==> src/rtl/xbar_slave_session_ctrl.sv <==
// xbar_slave_session_ctrl: per-slave cross-bar session controller.
// It latches the arbiter's one-hot grant and muxes the granted master's request onto the slave port.
// It routes ack, resp and rdata back to that master only, and pulses i/o session_done when the session closes.
// Ports:
//   clk, rst_n                        clock, asynchronous active-low reset
//   i_grant                           one-hot grant from the arbiter
//   i_m_req/i_m_addr/i_m_cmd/i_m_wdata  packed master requests (master i at slice i)
//   o_m_ack/o_m_resp/o_m_rdata        responses routed to the selected master
//   o_s_req/o_s_addr/o_s_cmd/o_s_wdata  request to the slave
//   i_s_ack/i_s_resp/i_s_rdata        slave handshake and read data
//   o_session_done                    1-cycle pulse, the arbiter may re-grant
//   o_timeout_err                     1-cycle pulse with o_session_done on abort
//   o_grant_err                       sticky flag for a non-one-hot grant
module xbar_slave_session_ctrl #(
  parameter int N_MASTERS = 4,
  parameter int ADDR_W = 32,
  parameter int DATA_W = 32,
  parameter int TIMEOUT = 255,
  parameter logic [DATA_W-1:0] ERR_DATA = DATA_W'(32'hDEAD_BEEF)
) (
  input  logic                          clk,
  input  logic                          rst_n,
  input  logic [N_MASTERS-1:0]          i_grant,
  input  logic [N_MASTERS-1:0]          i_m_req,
  input  logic [N_MASTERS*ADDR_W-1:0]   i_m_addr,
  input  logic [N_MASTERS-1:0]          i_m_cmd,
  input  logic [N_MASTERS*DATA_W-1:0]   i_m_wdata,
  output logic [N_MASTERS-1:0]          o_m_ack,
  output logic [N_MASTERS-1:0]          o_m_resp,
  output logic [DATA_W-1:0]             o_m_rdata,
  output logic                          o_s_req,
  output logic [ADDR_W-1:0]             o_s_addr,
  output logic                          o_s_cmd,
  output logic [DATA_W-1:0]             o_s_wdata,
  input  logic                          i_s_ack,
  input  logic                          i_s_resp,
  input  logic [DATA_W-1:0]             i_s_rdata,
  output logic                          o_session_done,
  output logic                          o_timeout_err,
  output logic                          o_grant_err
);
  localparam int SW = $clog2(N_MASTERS);
  localparam int TW = TIMEOUT > 1 ? $clog2(TIMEOUT + 1) : 1;
  typedef enum logic [1:0] {S_IDLE, S_WAIT_ACK, S_WAIT_RESP} state_t;
  state_t r_state, w_next;
  logic [SW-1:0] r_sel, w_lo;
  logic [TW-1:0] r_timer;
  logic [N_MASTERS-1:0] w_oh;
  logic r_done, r_tmo, r_gerr;
  logic w_wa, w_wr, w_start, w_ack, w_expire, w_abort;
  always_comb begin
    w_lo = '0;
    for (int i = N_MASTERS - 1; i >= 0; i--) if (i_grant[i]) w_lo = SW'(i);
  end
  // While the done pulse is out the arbiter is still dropping the old grant, so grant is ignored.
  assign w_start = r_state == S_IDLE && !r_done && |i_grant;
  assign w_wa = r_state == S_WAIT_ACK;
  assign w_wr = r_state == S_WAIT_RESP;
  assign w_oh = N_MASTERS'(1) << r_sel;
  assign w_ack = w_wa && i_s_ack && i_m_req[r_sel];
  assign w_expire = TIMEOUT != 0 && (w_wa || w_wr) && r_timer == TW'(TIMEOUT - 1);
  // A handshake landing on the expiry cycle completes normally.
  assign w_abort = w_expire && !(w_ack || (w_wr && i_s_resp));
  always_ff @(posedge clk or negedge rst_n)
    if (!rst_n) r_state <= S_IDLE;
    else r_state <= w_next;
  always_comb
    w_next = r_state == S_IDLE ? (w_start ? S_WAIT_ACK : S_IDLE)
           : w_wa ? (w_ack ? (i_m_cmd[r_sel] ? S_IDLE : S_WAIT_RESP) : (w_abort ? S_IDLE : S_WAIT_ACK))
           : w_wr ? (i_s_resp || w_abort ? S_IDLE : S_WAIT_RESP)
           : S_IDLE;
  always_comb begin
    o_s_req   = w_wa & i_m_req[r_sel];
    o_s_addr  = w_wa ? i_m_addr[r_sel*ADDR_W +: ADDR_W] : '0;
    o_s_cmd   = w_wa & i_m_cmd[r_sel];
    o_s_wdata = w_wa ? i_m_wdata[r_sel*DATA_W +: DATA_W] : '0;
    o_m_ack   = w_ack ? w_oh : '0;
    o_m_resp  = (w_wr && i_s_resp) || w_abort ? w_oh : '0;
    o_m_rdata = w_abort ? ERR_DATA : w_wr ? i_s_rdata : '0;
    o_session_done = r_done;
    o_timeout_err  = r_tmo;
    o_grant_err    = r_gerr;
  end
  always_ff @(posedge clk or negedge rst_n)
    if (!rst_n) begin
      r_sel   <= '0;
      r_timer <= '0;
      r_done  <= 1'b0;
      r_tmo   <= 1'b0;
      r_gerr  <= 1'b0;
    end else begin
      r_sel   <= w_start ? w_lo : r_sel;
      r_timer <= r_state == S_IDLE ? '0 : (&r_timer ? r_timer : r_timer + 1'b1);
      r_done  <= r_state != S_IDLE && w_next == S_IDLE;
      r_tmo   <= w_abort;
      r_gerr  <= r_gerr | (w_start && |(i_grant & (i_grant - 1'b1)));
    end
endmodule
==> config.mk <==
export PLATFORM = sky130hd
export DESIGN_NAME = xbar_slave_session_ctrl
export DESIGN_NICKNAME = d
export VERILOG_FILES = /design/src/rtl/xbar_slave_session_ctrl.sv
export SDC_FILE = /design/constraint.sdc
export NUM_CORES = 1
export LEC_CHECK = 0
export CAP_MARGIN = 25
export CORE_AREA = 2 2 161 163
export DETAILED_ROUTE_END_ITERATION = 8
export DIE_AREA = 0 0 163 165
export DONT_BUFFER_PORTS = 1
export MAX_ROUTING_LAYER = met4
export PLACE_DENSITY = 0.3
export SYNTH_ARGS = -nofsm -noshare
export SYNTH_HDL_FRONTEND = slang
export SYNTH_SLANG_ARGS = --single-unit
==> constraint.sdc <==
create_clock -name clk -period 2.5 [get_ports clk]
set_input_delay 0.5 -clock clk [delete_from_list [all_inputs] [get_ports clk]]
set_output_delay 0.5 -clock clk [all_outputs]
set_load 0.01 [all_outputs]
# Word-level counts from Yosys, hierarchy flattened
# Cells that the tools add are included.
word_totals:
  reg_bits: 15
  in_bits: 304
op_classes:
  addsub: 2
  magnitude_cmp: 1
  eq_ne: 4
  shifts: 3
  mux: 24
  bitwise: 4
  reduce_logical: 21
op_table:
  columns: ["op", "n"]
  rows:
  - ["$shiftx 128x8->32", 2]
  - ["$mux 32", 4]
  - ["$mux 2", 10]
  - ["$mux 8", 2]
  - ["$logic_and 1x1->1", 9]
  - ["$add 8x1->8 const B", 1]
  - ["$eq 8x8->1 const B", 1]
  - ["$mux 4", 2]
  - ["$reduce_and 8->1", 1]
  - ["$reduce_or 4->1", 2]
  - ["$and 4x4->4", 1]
  - ["$bmux 1 s2", 2]
  - ["$logic_not 2->1", 2]
  - ["$logic_or 1x1->1", 4]
  - ["$mux 1", 4]
  - ["$shl 1x2->4 const A", 1]
  - ["$sub 4x1->4 const B", 1]
  - ["$lt 2x3->1 const B", 1]
  - ["$and 1x1->1", 2]
  - ["$eq 2x1->1 const B", 1]
  - ["$eq 2x2->1 const B", 1]
  - ["$logic_not 1->1", 2]
  - ["$ne 2x2->1 const B", 1]
  - ["$reduce_bool 2->1", 1]
  - ["$or 1x1->1", 1]

# Logic depth before layout (Yosys ltp)
# Gate-level depths: netlist of run 1.
depth:
  ltp_word: 13
  depth_mapped: 7

# Worst setup path after synthesis of run 1
# No wires, ideal clock.
synth_timing:
  path_kind: "register -> output"
  startpoint: "register r_state[0]"
  endpoint: "output port o_m_resp[0]"
  arrival_ns: 1.599
  slack_ns: 0.401
  stages_incl_launch_ff: 8
  path_buffers: 1
  cell_sequence: "dfrtp_1 inv_1 ha_1 nand2_1 nor3b_2 o21ai_2 buf_4 a211oi_2"
synth_between:
  elab_chain_len: 8
synth_rtl:
  columns: ["item", "line", "text"]
  rows:
  - ["from (decl)", "45", "state_t r_state, w_next;"]
  - ["from (signal assigned)", "66", "else r_state <= w_next;"]
  - ["$eq 2x1->1", "57", "assign w_wa = r_state == S_WAIT_ACK;"]
  - ["$logic_and 1x1->1 (2 in series)", "60", "assign w_ack = w_wa && i_s_ack && i_m_req[r_sel];"]
  - ["$logic_or 1x1->1", "63", "assign w_abort = w_expire && !(w_ack || (w_wr && i_s_resp));"]
  - ["$logic_not 1->1", "63", null]
  - ["$logic_and 1x1->1", "63", null]
  - ["$logic_or 1x1->1 (*)", "78", "o_m_resp = (w_wr && i_s_resp) || w_abort ? w_oh : '0;"]
  - ["$mux 4 (*)", "78", null]
  - ["to (decl)", "29", "output logic [N_MASTERS-1:0] o_m_resp,"]
# Mark *: on every way between the ends. The rest lies on a longest branch, timed or not.

# Final worst setup path of run 1
layout_timing:
  startpoint: "register r_state[0]"
  endpoint: "output port o_m_resp[2]"
# Same word-level chain as after synthesis.

==> impl_metrics.json, run 1 <==
{
  "numCtsBuffers": 3,
  "yosysTopAreaCell": "mux4_2",
  "internal_power_mw": 2.069,
  "power_density_nw_per_um2": 1015,
  "synthTopCellsByCount": "and2_1, mux4_2, nand2_1",
  "worst_pin_slew_ns": 0.7876,
  "slew_headroom_pct": 47.32,
  "required_ns": 2.00,
  "cts.sinks": 15,
  "grt_pass1_wl_um": 21900,
  "clkPwrFrac_pct": 7.9,
  "drive_gt1_share_pct": 36.09,
  "gp_congestion": 0.8745,
  "finalHoldViolCount": 0,
  "via_count": 2945,
  "stdcell_count": 679,
  "syn2layout_area_growth_pct": 23.51,
  "grt_pass1_vias": 2911,
  "min_period_ns": 2.436,
  "tns_ns": 0,
  "cts.root.buffer_cell": "clkbuf_16",
  "rows": 58,
  "die_width_um": 163,
  "fin_util_pct": 15.86,
  "antenna_found_initial": 13,
  "p_leak_nw": 1.524,
  "seqPwrFrac_pct": 9.6,
  "fmax_mhz": 410.5,
  "postCtsSetupBuffers": 0,
  "synth_area_leaders": "mux4_2, and2_1, dfrtp_1, nand2_1, clkbuf_1",
  "synth_top_area_share_pct": 45.54,
  "setup_violations": 0,
  "cp-start-kind": "register",
  "die-area_um2": 26900,
  "clkTransAtPathRegs_ns": 0.05,
  "async_flop_share_pct": 100.0,
  "gr-total-overflow": 0,
  "syn_avg_cell_area_um2": 10.04,
  "drt-initial-drc-count": 161,
  "syn_nets": 629,
  "holdWs_ns": 0.4436,
  "start_util_pct": 12.84,
  "p_sw_mw": 1.961,
  "wl_per_cell_um": 25.43,
  "route.detailed.drc": 0,
  "outcome": "completed",
  "min_path_type": "in2reg",
  "finalWirelength_um": 17270,
  "core_um2": 25040,
  "dr.pass1.iters": 4,
  "track_usage_pct": 11.66,
  "dp.cells": 663,
  "clkLatencyLatePin_ns": 0.25,
  "crit_type": "reg2out",
  "cts_max_path_buffers": 2,
  "dp_hpwl_um": 15150,
  "power_frac_comb_pct": 82.5,
  "vias_per_cell": 4.337,
  "ys.flop_type": "dfrtp_1",
  "die_height_um": 165,
  "ys_warn_count": 0,
  "crit_path_end_kind": "primary output",
  "finalCritPeriodShare_pct": 97.45,
  "syn_area_um2": 3214,
  "cts_max_level": 1,
  "io_pins": 413,
  "vdd_drop_max_mv": 0.3770,
  "finalMaxSlewViolations": 0,
  "synth-edff-count": 0,
  "finClkSkew_ns": 0.004252,
  "netlist_instances": 320,
  "p_sw_share_pct": 48.65,
  "ys_ff_latch": 15,
  "cap_viol_max_count": 0,
  "tritoncts": "built",
  "power_mw": 4.030,
  "antenna_left": 0,
  "worst_ep_arrival_time_ns": 1.94,
  "final_nets": 648,
  "rsz0062_at_grt": "yes",
  "synth.distinct_cells": 44,
  "ys_seq_area_share_pct": 11.68,
  "grt_max_degree": 52,
  "io_buffers": 0,
  "crit_fanout": 6
}
## per-stage QoR
stage | cell area (µm²) | worst slack [ns]
2_1_floorplan | 3214 | 0.4005
3_3_place_gp | 3850 | 0.2617
3_5_place_dp | 3850 | 0.2675
4_1_cts | 3939 | -0.009611
5_1_grt | 3970 | -0.08332
6_report | 3970 | 0.06386
## cell families after synthesis
| group | after synthesis | share of synthesized area, % |
|---|---|---|
| AOI/OAI and AO/OA | 27 | 6.072 |
| buffers and inverters | 40 | 5.878 |
| xor gates and xnor gates | 2 | 0.5451 |
| muxes | 68 | 46.79 |
| DFF | 15 | 11.68 |
| and+or+nand+nor | 162 | 26.78 |
| adders and majority gates | 6 | 2.258 |
## worst paths after layout
check                      startpoint             end  slack, ns  cells past startpoint
min in group asynchronous       rst_n   o_timeout_err       0.78                      1
setup reg to reg             r_sel[0]  o_session_done       0.48                      4
hold reg to reg            r_timer[2]      r_timer[2]       0.56                      1
setup / recovery           r_state[0]     o_m_resp[2]       0.06                      7
hold / removal             i_grant[1]        r_sel[1]       0.44                      2
max in group asynchronous       rst_n        r_sel[0]       1.14                      1
## placed cells by master (no fill, tap or decap), types with 2 or more instances in the layout
master / instances
o21ai_0: 3
nand2_1: 54
xnor2_1: 2
nor3_1: 4
a211oi_1: 3
nor2_1: 12
dfrtp_4: 2
clkbuf_16: 3
inv_1: 9
diode_2: 11
buf_12: 3
buf_4: 40
nand3_1: 4
or3_1: 2
mux4_2: 65
o21a_1: 2
a21oi_1: 7
and2_1: 65
nor4_1: 2
a31oi_1: 3
nand4_1: 2
dfrtp_1: 13
and3_1: 9
ha_1: 4
## routing by layer
metal | global-route usage, % | wire length, µm | up-vias | part of all wire (%)
met5 | - | 0 | - | 0
met4 | 1.689 | 165 | 0 | 0.96
met3 | 3.867 | 1600 | 8 | 9.3
met2 | 21.13 | 9191 | 199 | 53
met1 | 12.67 | 6308 | 1477 | 37
li1 | - | - | 1261 | -
## state kept, by name (all words and copies together) (netlist names)
register,cells
o_session_done,1
r_state,2
o_timeout_err,1
r_timer,8
o_grant_err,1
r_sel,2
## layout make-up
class                      instances  area, µm²
multi-input combinational        265       2653
inverter                           9      33.78
clock buffer                       4      78.83
fill                            2790      21070
antenna                           11      27.53
tap                              330      412.9
timing repair buffer              45      381.6
sequential                        15      382.9
## worst max-delay path, stage by stage, from the launching register on
cell and delay [ns]:
dfrtp_1 0.34, inv_1 0.06, ha_1 0.28, nand4_1 0.12
nor3b_2 0.24, o21ai_2 0.16, a21oi_1 0.31, buf_4 0.18
## what timing repair did
action / 4_1_cts / 5_1_grt
gates resized for setup: 0 / 1
setup endpoints to repair: 1 / 35
hold endpoints to repair: 15 / 0
pin swaps: 0 / 0
hold buffers: 1 / 0
## power by group through the flow
| stage | logic, mW | registers [mW] | clock network, mW |
|---|---|---|---|
| after floorplan | 2.69 | 0.344 | 0 |
| after global placement | 3.39 | 0.396 | 0 |
| after detailed placement | 3.38 | 0.396 | 0 |
| after CTS | 3.41 | 0.392 | 0.333 |
| after global routing | 3.59 | 0.405 | 0.340 |
| final | 3.32 | 0.388 | 0.319 |
No activity file was read; power rests on OpenSTA's default activity.
==> run 2, diff against run 1 <==
Settings changed: SLEW_MARGIN from default to 20.
==> results of run 2 <==
No change in the layout: final DEF, timing and power equal those of run 1.
==> run 3, diff against run 2 <==
Clock period 2.5 ns to 3 ns, I/O delays scaled along.
==> impl_metrics.json, run 3 (synthesis gave the netlist of run 1 again) <==
{
  "outcome": "completed",
  "vias_per_cell": 4.523,
  "clkTransAtPathRegs_ns": 0.06,
  "drive_gt1_share_pct": 34.95,
  "worst_ep_arrival_time_ns": 2.09,
  "cp-start-kind": "register",
  "wl_per_cell_um": 26.39,
  "track_usage_pct": 11.85,
  "holdWs_ns": 0.03878,
  "tns_ns": 0,
  "start_util_pct": 12.84,
  "seqCellArea_um2": 382.9,
  "finalCritPeriodShare_pct": 89.50,
  "gp_congestion": 0.8681,
  "ff2ff_setup_slack_ns": 0.79,
  "cts-resized-gates": 0,
  "power_mw": 3.335,
  "dp.cells": 655,
  "final_nets": 639,
  "final_cell_area_um2": 3882,
  "rows": 58,
  "route.detailed.drc": 0,
  "power_density_nw_per_um2": 858.9,
  "die-area_um2": 26900,
  "crit_path_cell_trace": "inv_1, ha_1, nand4_1, nor3b_2, o21ai_2, buf_4, and3_1",
  "cp_slowest_stage_delay_ns": 0.37,
  "required_ns": 2.40,
  "regMostFlops": "r_timer",
  "cts_max_level": 1,
  "dr.pass1.iters": 4,
  "hold_buffers": 0,
  "dp_hpwl_um": 15090,
  "drt-initial-drc-count": 196,
  "core_um2": 25040,
  "die_width_um": 163,
  "finClkSkew_ns": 0.006393,
  "clkLatencyLatePin_ns": 0.25,
  "postCtsSetupBuffers": 0,
  "crit_fanout": 33,
  "vdd_drop_max_mv": 0.3694,
  "nFillCells": 2807,
  "finalWirelength_um": 17650,
  "grt_max_degree": 70,
  "fmax_mhz": 372.4,
  "grt_pass1_wl_um": 22550,
  "antenna_found_initial": 8,
  "io_buffers": 0,
  "cts_max_path_buffers": 2,
  "grt_pass1_vias": 3022,
  "setup_violations": 0,
  "cts.sinks": 15,
  "die_height_um": 165,
  "largest_reg_flops": 8,
  "slew_headroom_pct": 60.43,
  "worst_pin_slew_ns": 0.5935,
  "crit_slowest_cell": "dfrtp_1",
  "min_period_ns": 2.685,
  "finalMaxSlewViolations": 0,
  "multi_input_comb_area_um2": 2653,
  "antenna_left": 0,
  "finalHoldViolCount": 0,
  "gr-total-overflow": 0,
  "crit_path_end_kind": "primary output",
  "p_leak_nw": 1.477,
  "numCtsBuffers": 3,
  "via_count": 3026,
  "io_pins": 413,
  "cap_viol_max_count": 0,
  "min_path_type": "in2async",
  "reg.largest.list": "r_timer (8), r_sel (2), r_state (2)",
  "tritoncts": "built",
  "rsz0062_at_grt": "no",
  "postPlaceCellArea_um2": 3777,
  "fin_ws_ns": 0.3150,
  "stdcell_count": 669,
  "pre_cts_ws_ns": 0.5603,
  "cts.root.buffer_cell": "clkbuf_16",
  "syn2layout_area_growth_pct": 20.79,
  "most-common-layout-cells": "mux4_2, and2_1, nand2_1",
  "crit_type": "reg2out",
  "fin_util_pct": 15.51
}
-- run 3: changes by cell type in the layout (fill, tap and decap cells not counted), sizes merged --
cell / delta
buf: -8
clkbuf: -1
clkinv: +1
diode: -1
dlygate4sd3: -1
-- run 3: worst max-delay path, delay by kind of cell, from the launching register on --
family	cells	cell delay (ns)
AOI/OAI and AO/OA	1	0.16
adders and majority gates	1	0.28
buffers and inverters	2	0.34
DFF	1	0.37
and+or+nand+nor	3	0.67
-- run 3: worst paths after layout --
kind	end	cells past startpoint	startpoint
min in group clk	r_sel[1]	2	i_grant[1]
setup / recovery	o_m_rdata[29]	7	r_state[1]
hold reg to reg	r_timer[2]	1	r_timer[2]
setup reg to reg	o_session_done	4	r_sel[0]
hold / removal	o_timeout_err	0	rst_n
max in group asynchronous	r_sel[0]	0	rst_n
-- run 3: final cells by class --
cell class / count / share of cell area [%]
Multi-Input combinational cell: 265 / 68.32
Tap cell: 330 / 10.63
Timing Repair Buffer: 36 / 7.606
Inverter: 9 / 0.8701
Clock buffer: 3 / 1.934
Clock inverter: 1 / 0.1289
Sequential cell: 15 / 9.861
Antenna cell: 10 / 0.6445
-- run 3: report_power, final --
| part | total [mW] | switching (mW) | internal (mW) |
|---|---|---|---|
| clock network | 0.273 | 0.0940 | 0.179 |
| logic | 2.73 | 1.49 | 1.24 |
| registers | 0.329 | 0.0723 | 0.257 |
-- run 3: routing by layer --
| layer | vias up | GRT usage [%] | wire (µm) |
|---|---|---|---|
| li1 | 1237 | - | - |
| met1 | 1537 | 13.17 | 6378 |
| met2 | 233 | 20.97 | 9379 |
| met3 | 19 | 3.943 | 1731 |
| met4 | 0 | 2.011 | 163 |
| met5 | - | - | 0 |
